==> config.mk <==
export PLATFORM = sky130hd
export DESIGN_NAME = uart_rx
export DESIGN_NICKNAME = d
export VERILOG_FILES = /design/src/rtl/uart_rx.sv
export SDC_FILE = /design/constraint.sdc
export NUM_CORES = 1
export LEC_CHECK = 0
export CELL_PAD_IN_SITES_DETAIL_PLACEMENT = 0
export CELL_PAD_IN_SITES_GLOBAL_PLACEMENT = 2
export CORE_MARGIN = 2
export CORE_UTILIZATION = 26
export DETAILED_ROUTE_END_ITERATION = 7
export GPL_ROUTABILITY_DRIVEN = 1
export PLACE_DENSITY_LB_ADDON = 0.25
export RECOVER_POWER = 50
export SKIP_LAST_GASP = 1
export SLEW_MARGIN = 20
export SYNTH_ARGS = -nofsm -noshare
export SYNTH_HDL_FRONTEND = slang
export SYNTH_SLANG_ARGS = --single-unit
==> constraint.sdc <==
create_clock -name clk -period 3.6 [get_ports clk]
set_clock_uncertainty 0.2 [all_clocks]
set_input_delay 0.36 -clock clk [delete_from_list [all_inputs] [get_ports clk]]
set_output_delay 0.36 -clock clk [all_outputs]
set_load 0.01 [all_outputs]
==> src/rtl/uart_rx.sv <==
// ---------------------------------------------------------------------------
// uart_rx -- asynchronous serial receiver with an AXI-Stream style output.
//
// The line is oversampled with a prescaled down-counter. A falling edge in
// idle arms a half-bit wait so the start bit, every data bit and the stop bit
// are sampled near their centres. Characters arrive LSB first. A good stop
// bit writes the character to the output holding register.
//
// Ports
//   clk                clock, all logic on the rising edge
//   rst                asynchronous reset, active low (0 = reset)
//   output_axi_tdata   received character
//   output_axi_tvalid  output_axi_tdata holds an unconsumed character
//   output_axi_tready  consumer takes output_axi_tdata this cycle
//   rxd                serial line, idle high
//   busy               a frame is being received
//   overrun_error      one-cycle pulse: unconsumed character was overwritten
//   frame_error        one-cycle pulse: stop bit sampled low
//   prescale           clocks per 1/8 bit (bit period = prescale * 8 clocks)
// ---------------------------------------------------------------------------
module uart_rx #(
  parameter int DATA_WIDTH = 8
) (
  input  logic                  clk,
  input  logic                  rst,
  output logic [DATA_WIDTH-1:0] output_axi_tdata,
  output logic                  output_axi_tvalid,
  input  logic                  output_axi_tready,
  input  logic                  rxd,
  output logic                  busy,
  output logic                  overrun_error,
  output logic                  frame_error,
  input  logic [15:0]           prescale
);

  // bit_cnt runs DATA_WIDTH+2 (start) .. 1 (stop) .. 0 (idle).
  localparam int CNT_W = $clog2(DATA_WIDTH + 3);
  localparam logic [CNT_W-1:0] CNT_START = CNT_W'(DATA_WIDTH + 2);
  localparam logic [CNT_W-1:0] CNT_STOP  = CNT_W'(1);

  typedef enum logic [1:0] {
    PH_IDLE,
    PH_START,
    PH_DATA,
    PH_STOP
  } phase_e;

  // Registered state
  logic                  rxd_reg;
  logic [18:0]           prescale_reg;
  logic [CNT_W-1:0]      bit_cnt;
  logic [DATA_WIDTH-1:0] data_reg;
  logic [DATA_WIDTH-1:0] tdata_reg;
  logic                  tvalid_reg;
  logic                  busy_reg;
  logic                  overrun_reg;
  logic                  frame_reg;

  // Next-state values
  logic [18:0]           prescale_next;
  logic [CNT_W-1:0]      bit_cnt_next;
  logic [DATA_WIDTH-1:0] data_next;
  logic [DATA_WIDTH-1:0] tdata_next;
  logic                  tvalid_next;
  logic                  busy_next;
  logic                  overrun_next;
  logic                  frame_next;

  phase_e      phase;
  logic [18:0] half_reload;
  logic [18:0] bit_reload;

  // prescale is read only at reload time, so a change mid-frame only affects
  // the next interval. The half-bit load is two short because the falling
  // edge is seen one cycle late and the check costs one more cycle.
  assign half_reload = {1'b0, prescale, 2'b00} - 19'd2;
  assign bit_reload  = {prescale, 3'b000} - 19'd1;

  // Where in the frame we are, decoded from the bit counter.
  always_comb begin
    if (bit_cnt == '0) begin
      phase = PH_IDLE;
    end else if (bit_cnt == CNT_START) begin
      phase = PH_START;
    end else if (bit_cnt == CNT_STOP) begin
      phase = PH_STOP;
    end else begin
      phase = PH_DATA;
    end
  end

  // NOTE: every signal written here gets a default before any branch, so no
  // path leaves one unassigned and no latch is inferred.
  always_comb begin
    prescale_next = prescale_reg;
    bit_cnt_next  = bit_cnt;
    data_next     = data_reg;
    tdata_next    = tdata_reg;
    busy_next     = busy_reg;
    overrun_next  = 1'b0;
    frame_next    = 1'b0;
    // A taken character drops tvalid unless a stop bit refills it below.
    tvalid_next   = tvalid_reg && !output_axi_tready;

    if (prescale_reg != '0) begin
      prescale_next = prescale_reg - 19'd1;
    end else begin
      unique case (phase)
        PH_IDLE: begin
          if (!rxd_reg) begin
            prescale_next = half_reload;
            bit_cnt_next  = CNT_START;
            busy_next     = 1'b1;
          end
        end
        PH_START: begin
          if (!rxd_reg) begin
            prescale_next = bit_reload;
            bit_cnt_next  = bit_cnt - 1'b1;
          end else begin
            // Line went high again by mid start bit: treat it as a glitch.
            bit_cnt_next = '0;
            busy_next    = 1'b0;
          end
        end
        PH_DATA: begin
          data_next     = {rxd_reg, data_reg[DATA_WIDTH-1:1]};
          prescale_next = bit_reload;
          bit_cnt_next  = bit_cnt - 1'b1;
        end
        PH_STOP: begin
          // No reload here, so a new start bit is seen on the next cycle.
          bit_cnt_next = '0;
          busy_next    = 1'b0;
          if (rxd_reg) begin
            tdata_next   = data_reg;
            tvalid_next  = 1'b1;
            overrun_next = tvalid_reg && !output_axi_tready;
          end else begin
            frame_next = 1'b1;
          end
        end
        default: ;
      endcase
    end
  end

  // NOTE: state registers use non-blocking assignments so every register
  // samples the values from before the edge, whatever the statement order.
  always_ff @(posedge clk or negedge rst) begin
    if (!rst) begin
      rxd_reg      <= 1'b1;
      prescale_reg <= '0;
      bit_cnt      <= '0;
      data_reg     <= '0;
      tdata_reg    <= '0;
      tvalid_reg   <= 1'b0;
      busy_reg     <= 1'b0;
      overrun_reg  <= 1'b0;
      frame_reg    <= 1'b0;
    end else begin
      rxd_reg      <= rxd;
      prescale_reg <= prescale_next;
      bit_cnt      <= bit_cnt_next;
      data_reg     <= data_next;
      tdata_reg    <= tdata_next;
      tvalid_reg   <= tvalid_next;
      busy_reg     <= busy_next;
      overrun_reg  <= overrun_next;
      frame_reg    <= frame_next;
    end
  end

  assign output_axi_tdata  = tdata_reg;
  assign output_axi_tvalid = tvalid_reg;
  assign busy              = busy_reg;
  assign overrun_error     = overrun_reg;
  assign frame_error       = frame_reg;

endmodule

==> flow_summary.ini <==
[outcome]
status = finished, violations left
violations = capacitance limit, slew limit

[sta]
tns_ns = 0
maxSlewViolCount = 45
setup_viol = 0
holdWs_ns = 0.290
fin_ws_ns = 0.496
worst-slew-pin-transition_ns = 2.44
min_period_ns = 3.10
finalCritPeriodShare = 0.862
rsz0062_at_grt = no
fmax_mhz = 322
hold_violations = 0
slew_headroom = -0.628

[synthesis]
yosysTopAreaCell = dfrtp_1
synth_edf_count = 0
syn-num-nets = 349
postSynthAreaPerCell_sq_um = 9.31
synth_seq_cells = 44
synthTopCellsByCount = dfrtp_1 (43), a21oi_1 (20), nor3_1 (19), o21ai_0 (19)
yosys_warnings = 0
synth_top_area_frac = 0.362
netlist_area_sq_um = 2970
synth_ff_type = dfrtp_1
synth_cells = 319
synthArstFlopShare = 1.00
ys_types = 57
synth.area.top_cells = dfrtp_1 (36%), mux2_2 (5.3%), ha_1 (4.2%)
ys_seq_area_frac = 0.371
synth_most_common_cell = dfrtp_1

[worst_setup_path]
slowest_stage = ha_1
worstReg2RegStart = bit_cnt[0]$_DFFE_PN0P_
cp-startpoint = bit_cnt[0]$_DFFE_PN0P_
cp_cell_sequence = inv_1 -> ha_1 -> nor2_1 -> a22oi_1 -> or2_2 -> ha_1 -> buf_4 -> nand2b_1 -> nor3_1 -> a221oi_1 -> o2111ai_1 -> a21boi_1
cp_max_fo = 15
worst_ep_arrival_time_ns = 3.12
max_stage_delay_ns = 0.57
critical_path_class = reg -> reg
start_kind = flip-flop
crit_end = prescale_reg[7]$_DFFE_PN0P_
required_ns = 3.61
timing.rr.end = prescale_reg[7]$_DFFE_PN0P_
crit_path_end_kind = flip-flop
crit_top_cell = ha_1
rrSetupSlack_ns = 0.50
reg2regPathDepth = 12

[die]
start_util = 0.263
design.core.area_sq_um = 11300
die-area_sq_um = 12300
rows = 39
fp.dieH_microns = 111
die_width_microns = 111
io_pins = 32

[power_and_ir_drop]
ir_worst_vdd_mv = 0.324
p_total_mw = 1.11
power_density_nw_per_um2 = 307
p_leak_nw = 1.43

[place]
dp_hpwl_mm = 5.72
io_buffers = 31
pre_cts_ws_ns = 0.504
place_congestion = 0.739
place_area_sq_um = 3450
placedCellCount = 485

[layout]
fin_util = 0.322
fill_cells = 1190
design_area_sq_um = 3630
n_antenna_cell = 0
drive_gt1_frac = 0.134
fin_cells = 494
final_nets = 380
largest_reg_flops = 19
area_delta_synth_final_pct = 22.2

[global_route]
grt_max_degree = 45
grt-ovfl-total = 0
grt_pass1_wl_mm = 13.0
antenna_found_initial = 0
track_usage = 0.130
first_global_vias = 2466

[clock_tree]
ctsResizeCount = 0
cts_tree = done
clkLatencyLatePin_ns = 0.29
cts_buffers = 5
clock_tree.buffer_depth = 2
cts_sinks = 44
clockRootBuffer = clkbuf_16
clk_pin_slew_ns = 0.07
h-tree-depth = 2
hold_buffers = 0
postCtsSetupBuffers = 0

[min_path]
hold_path_class = reg -> reg
holdPathStages = 1

[detailed_routing]
vias = 2539
routed_via_density = 5.14
ant_nets = 0
first_pass_iters = 4
routedWlPerCell_microns = 15.8
drc = 0
drt-total-wl_mm = 7.79
detail_route.iter0.violations = 139

[run]
max_cap_violations = 1
power breakdown:
part	internal, mW	switching, mW	leakage [nW]
combinational	0.0402	0.0526	0.803
sequential	0.495	0.00157	0.539
clock	0.330	0.195	0.0840
total	0.865	0.249	1.43
cell families after synthesis:
logic type | after synthesis | share of synthesized area
simple gates | 109 | 0.212
buf+inv | 28 | 0.0392
fa+ha+maj | 10 | 0.0421
compound gates | 89 | 0.200
flops | 44 | 0.371
mux | 24 | 0.0906
xor+xnor | 15 | 0.0442
placed cells by master (no fill, tap or decap), types with 6 or more instances in the layout:
cell type        Yosys  final
dfrtp_1             43     43
clkdlybuf4s50_1      0     24
a21oi_1             20     20
nor3_1              19     19
o21ai_0             19     19
nor2_1              16     16
nand2_1             16     16
mux2_2              14     14
inv_1               11     11
nand3_1             10     10
ha_1                10     10
xnor2_1              9      9
buf_4                0      9
nor4_1               8      8
o31ai_1              8      8
a211oi_1             8      8
or3_1                7      7
dlygate4sd3_1        0      7
xor2_1               6      6
worst max-delay path, delay by kind of cell, from the launching register on:
family	cells	cell delay [ns]
AOI/OAI and AO/OA	4	0.63
adders and majority gates	2	0.81
DFF	1	0.41
buffers and inverters	2	0.36
and+or+nand+nor	4	0.62
how the worst min path moves through the flow:
stage,start,endpoint
6_report,output_axi_tdata[3]$_DFFE_PN0P_,output_axi_tdata[3]$_DFFE_PN0P_
5_1_grt,output_axi_tdata[3]$_DFFE_PN0P_,output_axi_tdata[3]$_DFFE_PN0P_
4_1_cts,rst,output_axi_tdata[0]$_DFFE_PN0P_
3_5_place_dp,output_axi_tdata[3]$_DFFE_PN0P_,output_axi_tdata[3]$_DFFE_PN0P_
3_3_place_gp,output_axi_tdata[3]$_DFFE_PN0P_,output_axi_tdata[3]$_DFFE_PN0P_
2_1_floorplan,rst,bit_cnt[0]$_DFFE_PN0P_
metal layers:
layer	vias up	part of all wire	track usage	wire, microns
met5	-	0	0	0
met2	60	0.47	0.210	3640
met1	1203	0.49	0.183	3810
met3	6	0.035	0.0197	269
met4	0	0.0095	0.0292	74
li1	1270	-	-	-
final cells by class:
type,count,area (sq um),share of cell area
sequential,44,1100,0.304
clock inverter,3,47.5,0.0131
tap,143,179,0.0493
clock buffer,5,125,0.0345
timing repair buffer,41,382,0.105
multi-input combinational,247,1750,0.483
inverter,11,41.3,0.0114
(Power assumes the default switching activity.)
